<file path="config.mk">
export PLATFORM = sky130hd
export DESIGN_NAME = ps2_rx
export DESIGN_NICKNAME = d
export VERILOG_FILES = /design/src/rtl/ps2_rx.sv
export SDC_FILE = /design/constraint.sdc
export NUM_CORES = 1
export LEC_CHECK = 0
export BUFFER_PORTS_ARGS = -buffer_cell sky130_fd_sc_hd__buf_4
export CORE_ASPECT_RATIO = 1.5
export CORE_UTILIZATION = 54
export CTS_BUF_LIST = sky130_fd_sc_hd__clkbuf_8
export CTS_CLUSTER_DIAMETER = 100
export CTS_CLUSTER_SIZE = 12
export DETAILED_ROUTE_END_ITERATION = 8
export GPL_ROUTABILITY_DRIVEN = 0
export PLACE_DENSITY = 0.69
export RECOVER_POWER = 100
export SKIP_CTS_REPAIR_TIMING = 1
export SLEW_MARGIN = 30
export SYNTH_ARGS = -nofsm -noshare
export SYNTH_HDL_FRONTEND = slang
export SYNTH_SLANG_ARGS = --single-unit
</file>
<file path="constraint.sdc">
create_clock -name clk -period 2.19 [get_ports clk]
set_input_delay 0.657 -clock clk [delete_from_list [all_inputs] [get_ports clk]]
set_output_delay 0.657 -clock clk [all_outputs]
set_load 0.1 [all_outputs]
</file>
<file path="src/rtl/ps2_rx.sv">
// ps2_rx: PS/2 receiver with clock de-glitch filter, odd-parity frame check and a one-entry scancode buffer.
module ps2_rx #(
   parameter int SYNC_STAGES = 2,
   parameter int FILTER_LEN  = 4,
   parameter int TIMEOUT_CYC = 200000
) (
   input  logic       clk,
   input  logic       rst,
   input  logic       ps2_clk,
   input  logic       ps2_data,
   input  logic       rd_ack,
   output logic [7:0] data_out,
   output logic       data_valid,
   output logic       overrun,
   output logic       frame_err
);
   localparam int FW = $clog2(FILTER_LEN + 1);
   localparam int TW = $clog2(TIMEOUT_CYC);
   typedef enum logic [1:0] {IDLE, DATA, PARITY, STOP} state_t;
   state_t                 state_q, state_d;
   logic [SYNC_STAGES-1:0] csync_q, csync_d, dsync_q, dsync_d;
   logic [FW-1:0]          fcnt_q, fcnt_d;
   logic                   filt_q, filt_d;
   logic [2:0]             bcnt_q, bcnt_d;
   logic [7:0]             sr_q, sr_d, dout_q, dout_d;
   logic                   par_q, par_d, dv_q, dv_d, ovr_q, ovr_d, ferr_q, ferr_d;
   logic [TW-1:0]          tcnt_q, tcnt_d;
   logic                   fall, bit_in, timeout, frame_ok, commit;
   always_comb begin
      csync_d = {csync_q[SYNC_STAGES-2:0], ps2_clk};
      dsync_d = {dsync_q[SYNC_STAGES-2:0], ps2_data};
      filt_d  = filt_q;
      fcnt_d  = '0;
      // Count consecutive samples disagreeing with the filtered level; flip after FILTER_LEN of them
      if (csync_q[SYNC_STAGES-1] != filt_q) begin
         fcnt_d = fcnt_q + 1'b1;
         if (fcnt_q == FW'(FILTER_LEN - 1)) begin
            filt_d = ~filt_q;
            fcnt_d = '0;
         end
      end
      fall     = filt_q & ~filt_d;
      bit_in   = dsync_q[SYNC_STAGES-1];
      timeout  = (state_q != IDLE) && !fall && (tcnt_q == TW'(TIMEOUT_CYC - 1));
      tcnt_d   = (fall || state_q == IDLE || timeout) ? '0 : tcnt_q + 1'b1;
      frame_ok = bit_in && ^{sr_q, par_q};
      commit   = fall && state_q == STOP && frame_ok;
      ferr_d   = timeout || (fall && state_q == STOP && !frame_ok);
      state_d  = state_q;
      bcnt_d   = bcnt_q;
      sr_d     = sr_q;
      par_d    = par_q;
      if (timeout) state_d = IDLE;
      else if (fall) begin
         unique case (state_q)
            IDLE: begin
               state_d = bit_in ? IDLE : DATA;
               bcnt_d  = '0;
            end
            DATA: begin
               sr_d    = {bit_in, sr_q[7:1]};
               bcnt_d  = bcnt_q + 1'b1;
               state_d = (bcnt_q == 3'd7) ? PARITY : DATA;
            end
            PARITY: begin
               par_d   = bit_in;
               state_d = STOP;
            end
            STOP: state_d = IDLE;
         endcase
      end
      dout_d = dout_q;
      dv_d   = dv_q;
      ovr_d  = ovr_q;
      // A read-ack in the commit cycle frees the slot, so the new byte is taken instead of dropped
      if (commit) begin
         if (!dv_q || rd_ack) begin
            dout_d = sr_q;
            dv_d   = 1'b1;
            ovr_d  = rd_ack ? 1'b0 : ovr_q;
         end else ovr_d = 1'b1;
      end else if (rd_ack && dv_q) begin
         dv_d  = 1'b0;
         ovr_d = 1'b0;
      end
   end
   always_ff @(posedge clk or negedge rst) begin
      if (!rst) begin
         csync_q <= '1;
         dsync_q <= '1;
         fcnt_q  <= '0;
         filt_q  <= 1'b1;
         state_q <= IDLE;
         bcnt_q  <= '0;
         sr_q    <= '0;
         par_q   <= 1'b0;
         tcnt_q  <= '0;
         dout_q  <= '0;
         dv_q    <= 1'b0;
         ovr_q   <= 1'b0;
         ferr_q  <= 1'b0;
      end else begin
         csync_q <= csync_d;
         dsync_q <= dsync_d;
         fcnt_q  <= fcnt_d;
         filt_q  <= filt_d;
         state_q <= state_d;
         bcnt_q  <= bcnt_d;
         sr_q    <= sr_d;
         par_q   <= par_d;
         tcnt_q  <= tcnt_d;
         dout_q  <= dout_d;
         dv_q    <= dv_d;
         ovr_q   <= ovr_d;
         ferr_q  <= ferr_d;
      end
   end
   assign data_out   = dout_q;
   assign data_valid = dv_q;
   assign overrun    = ovr_q;
   assign frame_err  = ferr_q;
endmodule

</file>
==> impl_metrics.csv <==
group,metric,value,unit
critical_path,crit_chain,"xnor2_1, xnor3_2, xnor2_2, and4_4, mux2_1",
timing,skew,0.00370,ns
critical_path,cp_data_required_time,2.37,ns
timing,max_freq,489,MHz
place,pre_cts_ws,0.134,ns
drt,routed_wl,3.62,mm
min_path,hp-class,"reg2reg",
drt,dr_total_vias,1415,
floorplanning,ioPinCount,16,
global_route,grt.overflow.total,0,
critical_path,start_kind,"flip-flop",
place,dpl_cell_area,2490,sq um
cells_and_area,fin_area,2550,sq um
global_route,met2_usage,0.349,
synth,ys_seq_area_frac,0.550,
global_route,grt_use_met3,0.0343,
critical_path,critPathArrivalTime,2.23,ns
synth,yosysWarningCount,0,
power,p_per_area,753,nW/um^2
critical_path,worstSetupPathType,"reg2reg",
clock_network,cts_max_level,2,
critical_path,path_delay_family,"XOR/XNOR gates",
cells_and_area,final_cell_mix,"46 x dfrtp_1, 28 x nor2_1, 16 x xnor2_1, 16 x nand2_1, 12 x clkbuf_2",
global_route,grt_usage,0.185,
drt,wl_per_cell,13.7,microns
timing,finalHoldViolations,0,
global_route,busiest_layer,"met2",
clock_network,cts_tree,"done",
clock_network,clkSlewWorstSetupHoldPaths,0.08,ns
cells_and_area,drive_above_1_share,0.206,
place,dp_hpwl,2.59,mm
timing,worst_slack,0.145,ns
drt,vias_per_cell,5.38,
cells_and_area,multiInputGateArea,957,sq um
synth,syn_area,2330,sq um
clock_network,cts_made_buffers,5,
floorplanning,die_x,55.6,microns
synth,yosysUniqueCellTypes,39,
cells_and_area,final_common_cell,"dfrtp_1",
timing,timing.hold.ws,0.359,ns
synth,synth.area.top_cells,"dfrtp_1 49%, xnor2_1 6.0%, dfstp_2 5.6%",
floorplanning,rows,28,
drt,firstDrtPassIters,4,
run,max_cap_viol_count,0,
cells_and_area,antennaDiodeCount,0,
synth,syn_inst,197,
floorplanning,die_area,4590,sq um
critical_path,slowest_stage,"xnor3_2",
synth,synth_area_leader_cell,"dfrtp_1",
timing,final.setup.tns,0,ns
clock_network,root_buffer,"clkbuf_8",
synth,synth_seq_cells,51,
drt,drt_iter0_markers,32,
synth,syn-num-nets,206,
floorplanning,start_util,0.579,
outcome,status,"finished clean",
critical_path,worst-path-max-fanout,8,
global_route,grt_max_degree,52,
power,power.leakage,1.20,nW
floorplanning,die_h,82.5,microns
timing,rsz0062_at_grt,"false",
cells_and_area,nNetsFinal,226,
global_route,antenna_found_initial,0,
cells_and_area,fillCellCount,309,
synth,synth.top_cell.area_share,0.494,
critical_path,path_buf_inv,0,
clock_network,cts.sinks,51,
timing,slew_violations,0,
cells_and_area,regArea,1280,sq um
global_route,grt_use_met1,0.201,
clock_network,cts_buffer_depth,2,
timing,setup_viol,0,
power,finalPower,0.00192,W
global_route,grt_pass1_wl,6.54,mm
place,portBuffers,15,
global_route,first_global_vias,1489,
timing,layout_min_cycle_time,2.05,ns
power,ir_drop,530,uV
drt,drc_errors,0,
drt,postRouteAntennaNets,0,
cells_and_area,synthToLayoutAreaGrowth,9.23,%
floorplanning,core,4030,sq um
critical_path,endpoint_kind,"flip-flop",
timing,slew_headroom,0.187,
timing,timing.final.crit_share,0.934,
critical_path,slowest_delay,0.46,ns
timing,worst_slew_pin_slew,1.22,ns
clock_network,insertion_delay,0.30,ns
synth,postSynthAreaPerCell,11.8,sq um
==> through the flow <==
step | utilization | std cells
after floorplan | - | 197
after global placement | 0.618 | 255
after detailed placement | 0.618 | 255
after CTS | 0.647 | 263
after global routing | 0.632 | 263
final | 0.632 | 263
==> state kept, by name (all words and copies together), names as in the netlist <==
signal,flops
dsync_q,2
par_q,1
overrun,1
tcnt_q,18
frame_err,1
csync_q,2
filt_q,1
sr_q,8
fcnt_q,3
state_q,2
bcnt_q,3
data_out,8
data_valid,1
==> synth_stat cells <==
| cell type | instances |
|---|---|
| a21oi_1 | 1 |
| a22o_1 | 1 |
| a311o_2 | 1 |
| a41oi_1 | 1 |
| and2_0 | 1 |
| and2_1 | 1 |
| and3_1 | 2 |
| and4_1 | 3 |
| and4_4 | 1 |
| buf_12 | 1 |
| buf_4 | 1 |
| buf_6 | 1 |
| clkbuf_1 | 2 |
| dfrtp_1 | 46 |
| dfstp_2 | 5 |
| ha_1 | 4 |
| inv_1 | 5 |
| mux2_2 | 10 |
| mux2_4 | 8 |
| nand2_1 | 16 |
| nand2b_1 | 4 |
| nand3_1 | 9 |
| nand4_1 | 3 |
| nand4bb_1 | 1 |
| nor2_1 | 28 |
| nor2b_1 | 2 |
| nor3_1 | 4 |
| nor3b_1 | 1 |
| nor4_1 | 1 |
| nor4b_1 | 1 |
| o211ai_1 | 1 |
| o21ai_0 | 4 |
| o31ai_1 | 1 |
| or2_2 | 1 |
| or4b_1 | 1 |
| xnor2_1 | 16 |
| xnor2_2 | 1 |
| xnor3_2 | 1 |
| xor2_1 | 6 |
==> path summary, 6_finish.rpt <==
check	from	slack, ns	cells past startpoint	end
max	sr_q[1]	0.14	5	data_out[0]
min	csync_q[0]	0.36	0	csync_q[1]
max reg2reg	sr_q[1]	0.14	5	data_out[0]
min reg2reg	csync_q[0]	0.36	0	csync_q[1]
max in group asynchronous	rst	0.86	1	tcnt_q[17]
min in group asynchronous	rst	0.60	1	data_out[3]
==> worst reg2reg max path, stage by stage, from the launching register on <==
cell and delay [ns]:
dfrtp_1 0.42, xnor2_1 0.17, xnor3_2 0.46, xnor2_2 0.22
and4_4 0.33, mux2_1 0.34
==> per-layer routing <==
layer,share of wire,wire [microns]
met3,0.024,85
met4,0.018,65
met2,0.52,1900
met1,0.43,1570
met5,0,0
==> area by class of cell <==
type                    instances  share of cell area
clock inverters                 2              0.0138
inverters                       5             0.00737
repair buffers                 18              0.0447
well taps                      45              0.0221
clock buffers                   6              0.0324
flip-flops and latches         51               0.504
multi-input cells             136               0.376
==> logic make-up after synthesis <==
family / after synthesis / share of synthesized area
AOI/OAI and AO/OA: 10 / 0.0295
DFF: 51 / 0.550
xor gates and xnor gates: 24 / 0.0998
buffers and inverters: 10 / 0.0279
muxes: 18 / 0.0998
and+or+nand+nor: 80 / 0.171
adders and majority gates: 4 / 0.0215
==> where the power goes <==
part	internal, W	switching, W
Clock	0.000370	0.000289
Sequential	0.00100	0.0000505
Combinational	0.0000956	0.000113
Total	0.00146	0.000453
Power figures use the tool's default switching activity.
